**config.mk**
```make
export PLATFORM = sky130hd
export DESIGN_NAME = pwm_voice_scheduler
export DESIGN_NICKNAME = d
export VERILOG_FILES = /design/src/rtl/pwm_voice_scheduler.sv
export SDC_FILE = /design/constraint.sdc
export NUM_CORES = 1
export LEC_CHECK = 0
export CORE_MARGIN = 3
export CORE_UTILIZATION = 40
export DETAILED_ROUTE_END_ITERATION = 8
export PLACE_DENSITY = 0.76
export RECOVER_POWER = 50
export SLEW_MARGIN = 5
export SYNTH_ARGS = -nofsm -noshare
export SYNTH_HDL_FRONTEND = slang
export SYNTH_SLANG_ARGS = --single-unit
```
**constraint.sdc**
```tcl
create_clock -name i_clk -period 5.39 [get_ports i_clk]
set_clock_uncertainty 0.05 [all_clocks]
set_input_delay 0.539 -clock i_clk [delete_from_list [all_inputs] [get_ports i_clk]]
set_output_delay 0.539 -clock i_clk [all_outputs]
set_load 0.01 [all_outputs]
```
**src/rtl/pwm_voice_scheduler.sv**
```systemverilog
// pwm_voice_scheduler: round-robin note scheduler feeding phase_generator (req/delta/duration in; grant, done, delta load strobe, gate, busy out)
module pwm_voice_scheduler #(
  parameter int NUM_REQ   = 4,
  parameter int PD_W      = 32,
  parameter int DUR_W     = 16,
  parameter int GAP_TICKS = 2
) (
  input  logic                       i_clk,
  input  logic                       i_rst_n,
  input  logic                       i_tick,
  input  logic [NUM_REQ-1:0]         i_req,
  input  logic [NUM_REQ*PD_W-1:0]    i_phase_delta,
  input  logic [NUM_REQ*DUR_W-1:0]   i_duration,
  output logic [NUM_REQ-1:0]         o_grant,
  output logic                       o_done,
  output logic [$clog2(NUM_REQ)-1:0] o_done_id,
  output logic [PD_W-1:0]            o_phase_delta,
  output logic                       o_phase_delta_valid,
  output logic                       o_gate,
  output logic                       o_busy
);
  localparam int IW = $clog2(NUM_REQ);
  localparam int GW = GAP_TICKS > 0 ? $clog2(GAP_TICKS + 1) : 1;
  typedef enum logic [1:0] {IDLE, PLAY, GAP} state_t;
  state_t state, state_n;
  logic [IW-1:0] rr, rr_n, id_q, id_n, done_id_n;
  logic [DUR_W-1:0] cnt, cnt_n, dur_q, dur_n, cnt_inc, dur_sel;
  logic [GW-1:0] gcnt, gcnt_n, gcnt_inc;
  logic [NUM_REQ-1:0] grant_n;
  logic [PD_W-1:0] pd_n;
  logic done_n, pdv_n, gate_n, found;
  int win;
  assign cnt_inc  = cnt + DUR_W'(1);
  assign gcnt_inc = gcnt + GW'(1);
  assign dur_sel  = i_duration[win*DUR_W +: DUR_W];
  always_comb begin
    found = 1'b0;
    win = 0;
    for (int i = 0; i < NUM_REQ; i++) begin
      if (!found && i_req[(int'(rr) + i) % NUM_REQ]) begin
        found = 1'b1;
        win = (int'(rr) + i) % NUM_REQ;
      end
    end
  end
  always_comb begin
    state_n   = state;
    rr_n      = rr;
    id_n      = id_q;
    cnt_n     = cnt;
    dur_n     = dur_q;
    gcnt_n    = gcnt;
    grant_n   = '0;
    done_n    = 1'b0;
    done_id_n = o_done_id;
    pd_n      = o_phase_delta;
    pdv_n     = 1'b0;
    gate_n    = o_gate;
    case (state)
      IDLE: if (found) begin
        grant_n = NUM_REQ'(1) << win;
        rr_n    = IW'((win + 1) % NUM_REQ);
        id_n    = IW'(win);
        cnt_n   = '0;
        gcnt_n  = '0;
        dur_n   = dur_sel;
        if (dur_sel != '0) begin
          pd_n    = i_phase_delta[win*PD_W +: PD_W];
          pdv_n   = 1'b1;
          gate_n  = 1'b1;
          state_n = PLAY;
        end else begin
          done_n    = 1'b1;
          done_id_n = IW'(win);
          state_n   = GAP_TICKS > 0 ? GAP : IDLE;
        end
      end
      PLAY: if (i_tick) begin
        cnt_n = cnt_inc;
        if (cnt_inc == dur_q) begin
          gate_n    = 1'b0;
          pd_n      = '0;
          pdv_n     = 1'b1;
          done_n    = 1'b1;
          done_id_n = id_q;
          cnt_n     = '0;
          gcnt_n    = '0;
          state_n   = GAP_TICKS > 0 ? GAP : IDLE;
        end
      end
      GAP: if (i_tick) begin
        gcnt_n = gcnt_inc;
        if (gcnt_inc == GW'(GAP_TICKS)) begin
          gcnt_n  = '0;
          state_n = IDLE;
        end
      end
      default: state_n = IDLE;
    endcase
  end
  always_ff @(posedge i_clk or negedge i_rst_n) begin
    if (!i_rst_n) begin
      state               <= IDLE;
      rr                  <= '0;
      id_q                <= '0;
      cnt                 <= '0;
      dur_q               <= '0;
      gcnt                <= '0;
      o_grant             <= '0;
      o_done              <= 1'b0;
      o_done_id           <= '0;
      o_phase_delta       <= '0;
      o_phase_delta_valid <= 1'b0;
      o_gate              <= 1'b0;
      o_busy              <= 1'b0;
    end else begin
      state               <= state_n;
      rr                  <= rr_n;
      id_q                <= id_n;
      cnt                 <= cnt_n;
      dur_q               <= dur_n;
      gcnt                <= gcnt_n;
      o_grant             <= grant_n;
      o_done              <= done_n;
      o_done_id           <= done_id_n;
      o_phase_delta       <= pd_n;
      o_phase_delta_valid <= pdv_n;
      o_gate              <= gate_n;
      o_busy              <= state_n != IDLE;
    end
  end
endmodule

```
== Yosys cells after proc, flatten, opt, wreduce, memory -nomap -nowiden ==
Index checks and enable logic that the tools add are counted.
Widths: inputs -> output; s select.
Storage, ports and cells
  register bits: 82
  output and inout bits: 42
  bits of input ports: 199
  word-level logic and storage cells: 119
Operators by class
  add/sub/neg operators: 6
  order comparisons: 4
  reduce and logical (&&, ||, !) cells: 19
  mux-type cells: 61
  equal/unequal tests: 10
  bitwise operators: 3
  shift operators: 3
Operators with widths (number)
  $mux 32: 7
  $shiftx 128x32->32: 1
  $pmux 32 s2: 1
  $shiftx 64x32->16: 1
  $mux 16: 3
  $mux 2: 16
  $pmux 16 s2: 1
  $shl 1x32->4 const A: 1
  $mux 1: 21
  $add 16x1->16 const B: 1
  $eq 16x16->1: 1
  $reduce_bool 16->1: 1
  $reduce_and 5->1: 3
  $lt 3x4->1 const B: 3
  $ne 2x2->1 const B: 6
  $pmux 2 s3: 2
  $bmux 1 s2: 4
  $mux 4: 2
  $add 2x2->2 const B: 3
  $pmux 1 s2: 3
  $reduce_or 2->1: 3
  $add 2x1->2 const B: 2
  $eq 2x2->1 const B: 2
  $pmux 2 s2: 1
  other kinds (10): 17

== Logic depth before layout (Yosys ltp) ==
  word-level depth: 20
  depth in mapped cells: 13
  mapped depth without buffers: 10

== Worst setup path before layout ==
OpenSTA, ideal clock, no wires.
  path kind: input -> register
  start: input i_req[0]
  end: register o_done_id[1]
  cell stages on the path: 11
  setup slack: 2.519 ns
  buffers on the path: 3
  data required time: 5.213 ns
  arrival time: 2.694 ns
  library setup time: 0.127 ns
  cell sequence: nand2_1 a21oi_1 a211oi_1 buf_2 buf_2 mux2i_1 nor4_1 and4_1 buf_2 o311ai_1 mux2_1
Between the ends
  cells in the longest elaborated chain, start to end: 16
  elaborated cells between the ends (all ways): 33
  classes of those cells: eq/ne (2); shift (1); mux (22); reduce/logical (8)
Ends and longest elaborated chain
  from (decl): line 11  | input logic [NUM_REQ-1:0] i_req,
  $bmux 1 s2: line 40  | if (!found && i_req[(int'(rr) + i) % NUM_REQ]) begin
  $mux 1 (implied by the code): line 40
  $mux 1: line 40
  $logic_not 1->1: line 40
  $logic_and 1x1->1: line 40
  $mux 1: line 40
  $logic_not 1->1: line 40
  $logic_and 1x1->1: line 40
  $mux 1: line 40
  $logic_not 1->1: line 40
  $logic_and 1x1->1: line 40
  $mux 32: line 40
  $shiftx 64x32->16: line 35  | assign dur_sel = i_duration[win*DUR_W +: DUR_W];
  $reduce_bool 16->1: line 67  | if (dur_sel != '0) begin
  $ne 2x2->1 (no source line)
  $reduce_and 5->1 (no source line)
  to (signal assigned): line 125  | o_done_id <= done_id_n;
  to (decl): line 16  | output logic [$clog2(NUM_REQ)-1:0] o_done_id,
Several ways; a longest one is shown, not always the timed one. The select of a mux whose other input is x is not followed.
A chain may end at the register's enable or synchronous reset.

== Worst setup path in the final report ==
  start: input i_req[2]
  end: register o_phase_delta[2]
Between the ends
  cells in the longest elaborated chain, start to end: 16
  elaborated cells between the ends (all ways): 34
  classes of those cells: eq/ne (2); shift (2); mux (22); reduce/logical (8)
Ends and longest elaborated chain
  $bmux 1 s2: line 40
  $mux 1 (implied by the code): line 40
  $mux 1: line 40
  $logic_not 1->1: line 40
  $logic_and 1x1->1: line 40
  $mux 1: line 40
  $logic_not 1->1: line 40
  $logic_and 1x1->1: line 40
  $mux 1: line 40
  $logic_not 1->1: line 40
  $logic_and 1x1->1: line 40
  $mux 32: line 40
  $shiftx 64x32->16 or $shiftx 128x32->32 (tied branches): line 35, 68
  $reduce_bool 16->1 or $mux 32 (tied branches): line 67
  $ne 2x2->1 (no source line) or $mux 32 (tied branches)
  $reduce_and 5->1 (no source line) or $pmux 32 s2 (tied branches)
  to (signal assigned): line 126  | o_phase_delta <= pd_n;
  to (decl): line 17  | output logic [PD_W-1:0] o_phase_delta,
Several ways; a longest one is shown, not always the timed one. The select of a mux whose other input is x is not followed.

==> results <==
- The floorplan step set the die width to about 120 microns.
- The remaining global-route overflow is 0.
- The footprint of the multi-input gates is between 3000 and 4000 sq um.
- The area taken by flip-flops and latches is 2050 sq um.
- The placed cell area is 8080 sq um.
- The max capacitance violation total is 0.
- Counting every instance in the synthesized netlist gives 637.
- The endpoint identified for the worst register-to-register timing path is o_phase_delta[2]$_DFFE_PN0P_.
- STA classifies the critical path startpoint as an input pin.
- The number of H-tree levels is 3.
- The worst pin sits at a relative slew slack of 17.0%.
- The via count of the first global-routing pass came to 5918.
- The post-synthesis instance area is 5620 sq um.
- The largest area contributor in the netlist is sky130_fd_sc_hd__dfrtp_1.
- In this run the register-to-register setup slack is 1.69 ns.
- The critical register-to-register path startpoint is rr[1]$_DFFE_PN0P_.
- Buffers placed on the I/O ports in this run total 240.
- In the layout the commonest cells are 218 x sky130_fd_sc_hd__clkdlybuf4s50_1, 149 x sky130_fd_sc_hd__nand2_1, 83 x sky130_fd_sc_hd__mux2i_1, 82 x sky130_fd_sc_hd__dfrtp_1, 40 x sky130_fd_sc_hd__and3_1.
- Setup repair after global routing left no endpoint under its margin.
- Compared with the post-synthesis result, the final layout area differs by 49.4%.
- The time the worst path needs with I/O delays and setup is around 4 ns.
- The fraction of the yosys area taken by sequential cells is between 30% and 40%.
- The distinct cell type count of the synthesized netlist is 55.
- The largest buffer count on any clock path is 2.
- Detailed placement finished with a half-perimeter wire length of 14.8 mm.
- Counting the buffers created by CTS gives 9.
- Once layout is done, the placed cells without fillers occupy 8390 sq um.
- The layout has 1123 filler cells.
- The total power consumption of the routed design is 0.00282 W.
- In this run the biggest area consumer among cell types represents 36.5% of the synthesized area.
- The first global-routing pass estimated just over 30 mm of wire.
- The weighted congestion at the end of routability-driven global placement is 0.917.
- Leaving out fill and tap cells, the most frequent cell in the layout is sky130_fd_sc_hd__clkdlybuf4s50_1.
- The detailed router finished its first iteration with just over 500 violations.
- The initial antenna violation count is 0.
- In the synthesized netlist the async set-or-reset flop fraction comes to 100%.
- After synthesis, the cell types taking the most area are sky130_fd_sc_hd__dfrtp_1 37%, sky130_fd_sc_hd__mux2i_1 15%, sky130_fd_sc_hd__nand2_1 10%.
- The number of antenna diodes in the final layout is 0.
- The cell row count is 42.
- The number of nets at the end of the flow is 1047.
- The worst-margin pin slew is approximately 1.2 ns.
- The number of enable-type register cells in the synthesized netlist is 0.
- Setup violations remaining at the end of the flow were counted as 0.
- After clock tree synthesis, the clock-pin slew on the worst setup and hold paths is 0.06 ns.
- The starting utilization of the core area is 41.6%.
- The worst hold path belongs to the class in -> async.
- The depth of the most critical reg-to-reg path is 12.
- Along the worst path, the maximum fanout reaches 36.
- The detail route stage leaves a number of antenna-violating nets equal to 0.
- The maximum number of pins on one net before global-route repair is 83.
- The average wire length per cell after detail routing is between 15 and 20 microns.
- For this design the ratio of total power to cell area is 336 nW/um^2.
- Summed over all layers, the routed wires come to 19.3 mm.
- The cell at the root of the clock tree is sky130_fd_sc_hd__clkbuf_16.
- The clock tree from TritonCTS is done.
- The final cycle utilization of the critical path is 75.9%.
- The kind of critical path is in -> reg.
- The max-slew violation total from the final report is 0.
- The layout cell share with drive strength beyond 1 is approximately 7.5%.
- The hold buffer count at CTS is 0.
- The worst-case IR drop observed on VDD is 0.178 mV.
- The average cell area after synthesis is 8.82 sq um.
- Yosys printed 0 warnings.
- For this run, the top clock speed supported by timing is 0.244 GHz.
- The first TritonRoute pass finished after 5 iterations.
- The final-report hold violation count is 0.
- The die height is 125 microns.
- The number of top-level design ports is 241.
- The die area is 15500 sq um.
- The number of nets handed over by synthesis was 841.
- The setup TNS is 0 ns.
- The buffers inserted during post-CTS setup optimization is 0.
- The worst hold slack is 0.314 ns.
- The flow ran to the end, and the final reports show no timing, DRC or antenna violations.
- Among all flip-flop cells after synthesis, the most frequent one is sky130_fd_sc_hd__dfrtp_1.
- The element type at the critical path end is a flop.
- The total area inside the core boundary comes to 13500 sq um.
- The routed layout has 5847 vias.
- The synthesized design contains 82 register bits.
- For the worst setup path, the data arrival time is 4.32 ns.
- The post-CTS resize count is 0.
- The clock network latency to the later pin of the worst-skew pair is 0.34 ns.
- The clock sink total is between 80 and 90.
- The reported leakage power is 3.62 nW.
- The average via count per standard cell is 5.71.
- The required time at the endpoint of the critical path is 5.62 ns.
- The overall global routing resource usage is 24.6%.
- After detailed routing, the number of remaining DRC violations is 0.
## how the worst max path moves through the flow
stage              from                            end  slack (ns)  depth (start not counted)
5_1_grt        i_req[2]  o_phase_delta[13]$_DFFE_PN0P_        1.02                         13
2_1_floorplan  i_req[0]       o_done_id[1]$_DFFE_PN0P_        2.52                         11
4_1_cts        i_req[2]   o_phase_delta[2]$_DFFE_PN0P_        1.28                         13
3_3_place_gp   i_req[2]  o_phase_delta[31]$_DFFE_PN0P_        1.13                         13
6_report       i_req[2]   o_phase_delta[2]$_DFFE_PN0P_        1.30                         13
3_5_place_dp   i_req[2]   o_phase_delta[2]$_DFFE_PN0P_        0.92                         13
## synthesized netlist by cell type, types with 4 or more instances
| cell | count |
|---|---|
| sky130_fd_sc_hd__o31ai_1 | 8 |
| sky130_fd_sc_hd__nand3_1 | 13 |
| sky130_fd_sc_hd__ha_1 | 5 |
| sky130_fd_sc_hd__buf_1 | 6 |
| sky130_fd_sc_hd__xor2_1 | 7 |
| sky130_fd_sc_hd__nor4_1 | 9 |
| sky130_fd_sc_hd__inv_1 | 6 |
| sky130_fd_sc_hd__buf_4 | 7 |
| sky130_fd_sc_hd__xnor2_1 | 11 |
| sky130_fd_sc_hd__nor3_1 | 4 |
| sky130_fd_sc_hd__nand2_1 | 149 |
| sky130_fd_sc_hd__o41ai_1 | 5 |
| sky130_fd_sc_hd__a2111oi_0 | 32 |
| sky130_fd_sc_hd__clkbuf_1 | 22 |
| sky130_fd_sc_hd__mux2i_1 | 83 |
| sky130_fd_sc_hd__a31o_2 | 29 |
| sky130_fd_sc_hd__o21ai_0 | 20 |
| sky130_fd_sc_hd__o21ai_1 | 6 |
| sky130_fd_sc_hd__buf_2 | 18 |
| sky130_fd_sc_hd__nand2b_1 | 4 |
| sky130_fd_sc_hd__and3_1 | 40 |
| sky130_fd_sc_hd__dfrtp_1 | 82 |
| sky130_fd_sc_hd__nor2_1 | 16 |
| sky130_fd_sc_hd__a21oi_1 | 7 |
## registers in the layout, indices dropped and copies added (netlist names)
register / cells
o_done: 1
o_phase_delta: 32
rr: 2
o_grant: 4
o_gate: 1
cnt: 16
dur_q: 16
o_phase_delta_valid: 1
gcnt: 2
state: 2
id_q: 2
o_done_id: 2
o_busy: 1
## cell type report
class                      instances  area share, %
multi-input combinational        495           39.4
clock buffer                      10           2.85
inverter                           7          0.313
sequential                        82           24.4
clock inverter                     6          0.865
tap                              176           2.62
timing repair buffer             248           29.5
## worst max-delay path, cell delays in order
cell	delay (ns)
sky130_fd_sc_hd__clkdlybuf4s50_1	0.61
sky130_fd_sc_hd__nor2b_1	0.22
sky130_fd_sc_hd__a311oi_2	0.08
sky130_fd_sc_hd__nor2_4	0.61
sky130_fd_sc_hd__buf_4	0.33
sky130_fd_sc_hd__mux2i_1	0.21
sky130_fd_sc_hd__mux2i_1	0.11
sky130_fd_sc_hd__nor4_1	0.28
sky130_fd_sc_hd__and4_1	0.23
sky130_fd_sc_hd__buf_4	0.32
sky130_fd_sc_hd__nand2b_1	0.15
sky130_fd_sc_hd__buf_4	0.36
sky130_fd_sc_hd__a31o_2	0.21
## power by group
| part | leakage, nW | total, W | internal [W] | switching, W |
|---|---|---|---|---|
| sequential | 1.03 | 0.000952 | 0.000782 | 0.000171 |
| combinational | 2.44 | 0.00123 | 0.000641 | 0.000592 |
| clock | 0.143 | 0.000639 | 0.000376 | 0.000263 |
## stage by stage
stage | utilization [%] | std cells | setup WS [ns]
final | 62.1 | 1024 | 1.30
after global routing | 62.1 | 1024 | 1.02
after floorplan | - | 637 | 2.52
after CTS | 62.1 | 1024 | 1.28
after global placement | 59.8 | 1008 | 1.13
after detailed placement | 59.8 | 1008 | 0.920
## logic make-up (layout without fill, tap and decap cells)
logic type,Yosys count,count (layout),synth area share [%]
flops,82,82,36.5
fa+ha+maj,5,5,1.11
simple gates,258,258,21.7
mux,84,84,15.0
buf+inv,60,271,4.88
xor+xnor,18,18,2.81
compound gates,130,130,18.0
## routing by layer
layer  global-route usage (%)  vias to the layer above  routed length (microns)
li1                         -                     2750                        -
met1                     32.0                     2823                     8030
met2                     40.7                      236                     9550
met3                     4.59                       38                     1170
met4                     9.41                        0                      534
met5                        0                        -                        0
(Power assumes the default switching activity.)
